[src/rtl/change_dispense_sequencer.sv]
// Change payout sequencer for three coin hoppers ($5, $2, $1).
// Greedy coin choice, one coin at a time, each drop confirmed by the sensor.
module change_dispense_sequencer #(
    parameter int PULSE_CYCLES = 4,
    parameter int TIMEOUT      = 16,
    parameter int GAP_CYCLES   = 2,
    parameter int CNT_W        = 4
) (
    input  logic             clk,
    input  logic             rst_n,
    input  logic             start,
    input  logic [7:0]       change_amt,
    input  logic             refill,
    input  logic [CNT_W-1:0] refill_cnt5,
    input  logic [CNT_W-1:0] refill_cnt2,
    input  logic [CNT_W-1:0] refill_cnt1,
    input  logic             coin_sensed,
    output logic             eject5,
    output logic             eject2,
    output logic             eject1,
    output logic             busy,
    output logic             done,
    output logic             short_pay,
    output logic [7:0]       remaining,
    output logic [CNT_W-1:0] cnt5,
    output logic [CNT_W-1:0] cnt2,
    output logic [CNT_W-1:0] cnt1
);

    localparam int TW = 16;
    localparam logic [TW-1:0] P_LAST = TW'(PULSE_CYCLES - 1);
    localparam logic [TW-1:0] T_LAST = TW'(TIMEOUT - 1);
    localparam logic [TW-1:0] G_LAST = TW'(GAP_CYCLES - 1);

    typedef enum logic [2:0] {
        S_IDLE,
        S_SELECT,
        S_EJECT,
        S_WAIT,
        S_GAP,
        S_DONE
    } state_t;

    state_t           state_q, state_d;
    logic [TW-1:0]    tmr_q, tmr_d;
    logic [2:0]       sel_q, sel_d;
    logic [2:0]       ej_q, ej_d;
    logic             sensed_q, sensed_d;
    logic             busy_q, busy_d;
    logic             done_q, done_d;
    logic             short_q, short_d;
    logic [7:0]       rem_q, rem_d;
    logic [CNT_W-1:0] c5_q, c5_d;
    logic [CNT_W-1:0] c2_q, c2_d;
    logic [CNT_W-1:0] c1_q, c1_d;

    logic       fit5, fit2, fit1;
    logic       sense_ok;
    logic [7:0] val;

    assign fit5 = (rem_q >= 8'd5) && (c5_q != '0);
    assign fit2 = (rem_q >= 8'd2) && (c2_q != '0);
    assign fit1 = (rem_q >= 8'd1) && (c1_q != '0);
    assign val  = sel_q[2] ? 8'd5 : (sel_q[1] ? 8'd2 : 8'd1);

    // Only the first sense of a coin counts; later pulses are stray.
    assign sense_ok = coin_sensed &&
                      ((state_q == S_EJECT && !sensed_q) ||
                       state_q == S_WAIT);

    always_comb begin
        state_d  = state_q;
        tmr_d    = tmr_q;
        sel_d    = sel_q;
        ej_d     = ej_q;
        sensed_d = sensed_q;
        busy_d   = busy_q;
        done_d   = 1'b0;
        short_d  = short_q;
        rem_d    = rem_q;
        c5_d     = c5_q;
        c2_d     = c2_q;
        c1_d     = c1_q;

        case (state_q)
            S_IDLE: begin
                if (start) begin
                    rem_d   = change_amt;
                    short_d = 1'b0;
                    busy_d  = 1'b1;
                    state_d = S_SELECT;
                end else if (refill) begin
                    c5_d = refill_cnt5;
                    c2_d = refill_cnt2;
                    c1_d = refill_cnt1;
                end
            end
            S_SELECT: begin
                if (rem_q == 8'd0) begin
                    done_d  = 1'b1;
                    state_d = S_DONE;
                end else if (fit5 || fit2 || fit1) begin
                    if (fit5)      sel_d = 3'b100;
                    else if (fit2) sel_d = 3'b010;
                    else           sel_d = 3'b001;
                    ej_d     = sel_d;
                    tmr_d    = '0;
                    sensed_d = 1'b0;
                    state_d  = S_EJECT;
                end else begin
                    done_d  = 1'b1;
                    short_d = 1'b1;
                    state_d = S_DONE;
                end
            end
            S_EJECT: begin
                if (sense_ok) sensed_d = 1'b1;
                if (tmr_q == P_LAST) begin
                    ej_d    = 3'b000;
                    tmr_d   = '0;
                    state_d = (sensed_q || sense_ok) ? S_GAP : S_WAIT;
                end else begin
                    tmr_d = tmr_q + 1'b1;
                end
            end
            S_WAIT: begin
                if (sense_ok) begin
                    tmr_d   = '0;
                    state_d = S_GAP;
                end else if (tmr_q == T_LAST) begin
                    // Jam: treat this hopper as empty from now on.
                    if (sel_q[2]) c5_d = '0;
                    if (sel_q[1]) c2_d = '0;
                    if (sel_q[0]) c1_d = '0;
                    tmr_d   = '0;
                    state_d = S_GAP;
                end else begin
                    tmr_d = tmr_q + 1'b1;
                end
            end
            S_GAP: begin
                if (tmr_q == G_LAST) begin
                    tmr_d   = '0;
                    state_d = S_SELECT;
                end else begin
                    tmr_d = tmr_q + 1'b1;
                end
            end
            S_DONE: begin
                busy_d  = 1'b0;
                state_d = S_IDLE;
            end
            default: begin
                state_d = S_IDLE;
            end
        endcase

        if (sense_ok) begin
            rem_d = rem_q - val;
            if (sel_q[2]) c5_d = c5_q - CNT_W'(1);
            if (sel_q[1]) c2_d = c2_q - CNT_W'(1);
            if (sel_q[0]) c1_d = c1_q - CNT_W'(1);
        end
    end

    always_ff @(posedge clk or negedge rst_n) begin
        if (!rst_n) begin
            state_q  <= S_IDLE;
            tmr_q    <= '0;
            sel_q    <= 3'b000;
            ej_q     <= 3'b000;
            sensed_q <= 1'b0;
            busy_q   <= 1'b0;
            done_q   <= 1'b0;
            short_q  <= 1'b0;
            rem_q    <= 8'd0;
            c5_q     <= '0;
            c2_q     <= '0;
            c1_q     <= '0;
        end else begin
            state_q  <= state_d;
            tmr_q    <= tmr_d;
            sel_q    <= sel_d;
            ej_q     <= ej_d;
            sensed_q <= sensed_d;
            busy_q   <= busy_d;
            done_q   <= done_d;
            short_q  <= short_d;
            rem_q    <= rem_d;
            c5_q     <= c5_d;
            c2_q     <= c2_d;
            c1_q     <= c1_d;
        end
    end

    assign eject5    = ej_q[2];
    assign eject2    = ej_q[1];
    assign eject1    = ej_q[0];
    assign busy      = busy_q;
    assign done      = done_q;
    assign short_pay = short_q;
    assign remaining = rem_q;
    assign cnt5      = c5_q;
    assign cnt2      = c2_q;
    assign cnt1      = c1_q;

endmodule

[config.mk]
export PLATFORM = sky130hd
export DESIGN_NAME = change_dispense_sequencer
export DESIGN_NICKNAME = d
export VERILOG_FILES = /design/src/rtl/change_dispense_sequencer.sv
export SDC_FILE = /design/constraint.sdc
export NUM_CORES = 1
export LEC_CHECK = 0
export CORE_MARGIN = 2
export CORE_UTILIZATION = 29
export CTS_CLUSTER_DIAMETER = 30
export DETAILED_ROUTE_END_ITERATION = 10
export GPL_ROUTABILITY_DRIVEN = 0
export HOLD_SLACK_MARGIN = 0.12
export PLACE_DENSITY_LB_ADDON = 0.15
export SLEW_MARGIN = 25
export SYNTH_ARGS = -nofsm -noshare
export SYNTH_HDL_FRONTEND = slang
export SYNTH_SLANG_ARGS = --single-unit
[constraint.sdc]
create_clock -name clk -period 4.15 [get_ports clk]
set_input_delay 0.83 -clock clk [delete_from_list [all_inputs] [get_ports clk]]
set_output_delay 0.83 -clock clk [all_outputs]
set_load 0.01 [all_outputs]
==> results of run 1 <==
==> worst paths after layout <==
kind	endpoint	slack, ns	cells after the start
min in group clk	ej_q[1]	0.51	1
max in group asynchronous	tmr_q[11]	2.87	2
worst min register to register	ej_q[1]	0.51	1
worst max-delay path	tmr_q[11]	1.56	5
worst max register to register	tmr_q[11]	1.56	5
worst min-delay path	cnt5[3]	0.46	1
==> metrics by stage <==
step,hold WS (ns),instance area (um^2)
4_1_cts,0.4733,3764
2_1_floorplan,0.5075,3052
5_1_grt,0.4852,3764
6_report,0.4627,3764
3_3_place_gp,0.5048,3643
3_5_place_dp,0.5035,3643
==> routing by layer <==
| metal | vias up | global-route usage, % | share of wire [%] |
|---|---|---|---|
| li1 | 1366 | - | - |
| met1 | 1351 | 20.00 | 48 |
| met2 | 58 | 23.61 | 47 |
| met3 | 8 | 2.553 | 3.7 |
| met4 | 0 | 3.618 | 0.97 |
| met5 | - | 0 | 0 |
==> sequential cells by signal, indices dropped and copies added (netlist names) <==
register	count
cnt2	4
done	1
cnt5	4
short_pay	1
cnt1	4
busy	1
state_q	3
sel_q	3
tmr_q	16
remaining	8
sensed_q	1
ej_q	3
==> final cells by class <==
class                           instances  area share, %
Multi-Input combinational cell        252          44.05
Clock inverter                          2         0.9973
Clock buffer                            6          2.194
Timing Repair Buffer                   51          13.36
Tap cell                              136          4.521
Sequential cell                        49          32.58
Inverter                               23          2.294
==> Yosys cell counts, types with 6 or more instances <==
master	instances	area, um^2
nor3_1	6	30.03
a221o_1	22	220.2
nor2_1	38	142.6
and3_1	6	37.54
a21oi_1	22	110.1
dfrtp_1	49	1226
o21ai_0	13	65.06
inv_1	22	82.58
nand3_1	12	60.06
a211oi_1	7	52.55
ha_1	8	100.1
nand2_1	30	112.6
==> cells by family (layout without fill, tap and decap cells) <==
| group | after synthesis | in the layout | share of synthesized area [%] |
|---|---|---|---|
| AO/OA/AOI/OAI | 103 | 103 | 25.09 |
| XOR/XNOR | 3 | 3 | 0.8612 |
| adder cells (fa/ha/maj) | 9 | 9 | 3.936 |
| buffers and inverters | 37 | 82 | 5.494 |
| flip-flops | 49 | 49 | 40.18 |
| multiplexers | 3 | 3 | 1.107 |
| AND/OR/NAND/NOR | 134 | 134 | 23.33 |
==> power groups by stage <==
stage                     Sequential (W)  Combinational [W]  Clock, W
final                           0.000850            0.00119  0.000369
after global routing            0.000888            0.00133  0.000403
after CTS                       0.000851            0.00120  0.000386
after detailed placement        0.000860            0.00120         0
after global placement          0.000862            0.00119         0
after floorplan                 0.000837           0.000772         0
==> out/results.ini, run 1 <==
[synth]
syn_inst=338
synth_edf_count=0
avgSynthCellArea_um2=9.029
async_flop_share_pct=100.0
yosys_register_bits=49
synth_flop_cell=dfrtp_1
synth_fp_nets=372
ys_types=56
ys_warn_count=0
syn_area_mm2=0.003052
yosysSeqAreaShare_pct=40.18

[power]
p_seq_share_pct=35.3
power_w=0.002408
p_int_w=0.001371
sw_frac_of_total_pct=43.07
power_density_mw_per_mm2=639.7
power_frac_clock_pct=15.3
p_switching_w=0.001037
ir_drop_mv=0.2087
power_leakage_nw=1.546
p_comb_share_pct=49.4

[setup_path]
cpLargestDelayFamily=compound AO/OA/AOI/OAI gates
r2r_start=tmr_q[5]
startpoint=tmr_q[5]
required_ns=4.34
cpMaxStageDelayCell=o211ai_2
critical_path_class=flip-flop to flip-flop
end_kind=flip-flop
cp_num_buf_inv=0
max_stage_delay_ns=0.71
path_cells=nor4_2, nand3_1, o211ai_2, nand2_4, a221o_1
startpoint_type=flip-flop
crit_path_max_fanout=16
arrival_ns=2.78

[die]
dieWidth_um=106.6
fp.dieH_um=106.6
ios=51
fp.coreArea_mm2=0.01028
start_util_pct=29.69
dieArea_mm2=0.01136
row_count=37

[clock_tree]
cts_made_buffers=5
clock-root-buffer=clkbuf_8
cts_tree=built
clk_pin_slew_ns=0.10
post_cts_resize_count=0
post_cts_buffers=0
clkLatencyLatePin_ns=0.31
cts_max_path_buffers=2
cts_sinks=49
cts_max_level=2
cts.hold.buffers_added=0

[detailed_routing]
routedWlPerCell_um=15.62
wirelength_um=8105
dr.pass1.iters=4
vias_per_cell=5.362
drc=0
drt_iter0_markers=132
postRouteAntennaNets=0
vias=2783

[cells_and_area]
multi_input_area_mm2=0.001658
n_fill_cell=1070
syn2layout_area_growth_pct=23.33
fin_cells=519
n_antenna_cell=0
num-nets-final=416
drive_above_1_share_pct=5.744
final_core_util_pct=36.62
final_cell_mix=dfrtp_1, clkdlybuf4s50_1, nor2_1
register_area_mm2=0.001226

[timing]
fin_ws_ns=1.561
skew_ns=0.01694
timing.fmax_ghz=0.3862
hold_viol_final=0
fin_tns_setup_ns=0
relSlewSlack_pct=45.32
fin_crit_ns=2.589
worst_pin_slew_ns=0.8179
drv_slew=0
final-setup-viol-count=0
rsz0062_at_grt=false
period_share_pct=62.39

[global_routing]
grt_max_degree=31
grt_first_pass_wirelength_um=13350
antenna_found_initial=0
grt_pass1_vias=2618
grt_usage_pct=14.51
grt-ovfl-total=0

[placement]
port_buffers=50
dp.cells=511
place_ws_ns=1.294
dp_hpwl_um=5789

[min_path]
worst_hold_path_type=input pin to async pin

[job]
maxCapViolations=0

[outcome]
outcome=finished clean

No activity file was read; power rests on OpenSTA's default activity.
==> run 2, diff against run 1 <==
==> constraint.sdc (replaced) <==
create_clock -name clk -period 2.5 [get_ports clk]
set_input_delay 0.5 -clock clk [delete_from_list [all_inputs] [get_ports clk]]
set_output_delay 0.5 -clock clk [all_outputs]
set_load 0.01 [all_outputs]
==> run 2 against run 1 <==
Against the previous run: clock power rose by 55%; non-clock buffer count up 15; sequential share of layout area is 0.92 points lower; wire length rose by 4.1%; design area grew 2.9%; power grew 73%; global-route usage increased by 0.80 points; combinational power rose by 82%; cell count up 2.7%; register-to-register slack worse by 1.4 ns; die area unchanged; critical endpoint is now tmr_q[5]; largest cell class unchanged; largest power group unchanged.
==> out/results.ini, run 2 (synthesis gave the netlist of run 1 again) <==
[clock_tree]
clkLatencyLatePin_ns=0.31
post_cts_buffers=0
post_cts_resize_count=0
cts_tree=built
clk_pin_slew_ns=0.10
cts_sinks=49
cts_max_level=2
cts_max_path_buffers=2
clock-root-buffer=clkbuf_8
cts_made_buffers=5
cts.hold.buffers_added=0

[cells_and_area]
num-nets-final=431
post-route-cell-area_mm2=0.003872
regMostFlops=tmr_q
final_cell_mix=dfrtp_1, clkdlybuf4s50_1, nor2_1
drive_above_1_share_pct=9.068
syn2layout_area_growth_pct=26.90
largest_reg_flops=16
n_antenna_cell=0

[die]
dieWidth_um=106.6
fp.dieH_um=106.6
ios=51
dieArea_mm2=0.01136
start_util_pct=29.69
fp.coreArea_mm2=0.01028
row_count=37

[detailed_routing]
dr.pass1.iters=4
wirelength_um=8440
routedWlPerCell_um=15.83
postRouteAntennaNets=0
vias_per_cell=5.362
drt_iter0_markers=119
drc=0
vias=2858

[placement]
dpl_cell_area_mm2=0.003769
port_buffers=50
place_ws_ns=0.1282
dp_hpwl_um=5982

[timing]
skew_ns=0.01255
hold_viol_final=0
final-setup-viol-count=0
fin_tns_setup_ns=0
worst_pin_slew_ns=0.6641
rsz0062_at_grt=false
period_share_pct=92.09
fin_ws_ns=0.1977
drv_slew=0
relSlewSlack_pct=55.73
timing.fmax_ghz=0.4343
fin_crit_ns=2.302

[setup_path]
max_stage_delay_ns=0.45
r2r_start=cnt5[0]
path_cells=inv_1, ha_1, nor3b_1, a31oi_1, o21a_1, o21ai_2, buf_12, a221o_1
startpoint_type=flip-flop
cpMaxStageDelayCell=dfrtp_1
crit_path_max_fanout=16
startpoint=cnt5[0]
arrival_ns=2.49
critical_path_class=flip-flop to flip-flop
end_kind=flip-flop
required_ns=2.69

[power]
power_density_mw_per_mm2=1078
power_leakage_nw=1.621
ir_drop_mv=0.3473

[min_path]
worst_hold_path_type=input pin to async pin

[global_routing]
antenna_found_initial=0
grt-ovfl-total=0
grt_first_pass_wirelength_um=13940
grt_usage_pct=15.31
grt_pass1_vias=2697
grt_max_degree=50

[outcome]
outcome=finished clean

[job]
maxCapViolations=0

==> run 2: cell types whose count changed in the layout (fill, tap and decap cells not counted) <==
| cell | before | now |
|---|---|---|
| buf_4 | 1 | 15 |
| clkbuf_8 | 6 | 5 |
| buf_12 | 0 | 1 |
| clkinv_2 | 0 | 1 |
| clkinvlp_4 | 1 | 0 |
==> run 2: metal layers <==
| metal | wire, um | global-route usage (%) | up-vias |
|---|---|---|---|
| met4 | 63 | 3.247 | 0 |
| met2 | 4119 | 25.93 | 43 |
| li1 | - | - | 1394 |
| met3 | 295 | 3.161 | 4 |
| met1 | 3962 | 20.20 | 1417 |
| met5 | 0 | 0 | - |
==> run 2: through the flow <==
step	total power (W)	hold WS, ns	cells	util (%)
global placement	0.003611	0.5061	526	36.67
CTS	0.004227	0.3259	533	37.68
global route	0.004531	0.3451	533	37.68
finish	0.004173	0.3017	533	37.68
floorplan	0.002671	0.2044	338	-
detailed placement	0.003636	0.5148	526	36.67
==> run 2: report_power, final <==
group | leakage [nW] | internal, W | switching [W] | total (W)
sequential | 0.622 | 0.00105 | 0.000379 | 0.00143
clock | 0.0540 | 0.000292 | 0.000281 | 0.000573
combinational | 0.944 | 0.00106 | 0.00111 | 0.00217
total | 1.62 | 0.00240 | 0.00177 | 0.00417
==> run 2: final timing paths <==
path / slack (ns) / cells after the start / endpoint
worst max-delay path: 0.20 / 8 / tmr_q[5]
worst min-delay path: 0.30 / 2 / cnt5[2]
worst max register to register: 0.20 / 8 / tmr_q[5]
worst min register to register: 0.53 / 1 / ej_q[1]
max in group asynchronous: 1.75 / 2 / busy
min in group clk: 0.53 / 1 / ej_q[1]
==> run 2: layout make-up <==
class	count	area (um^2)
Inverter	23	86.33
Tap cell	136	170.2
Clock inverter	2	35.03
Fill cell	1065	6405
Sequential cell	49	1226
Clock buffer	5	68.82
Multi-Input combinational cell	252	1658
Timing Repair Buffer	66	628.1
==> run 2: critical path, delay by kind of cell (launching register included) <==
family                   cells  cell delay (ns)
AO/OA/AOI/OAI                4             1.12
adder cells (fa/ha/maj)      1             0.22
AND/OR/NAND/NOR              1             0.17
flip-flops                   1             0.45
buffers and inverters        2             0.22
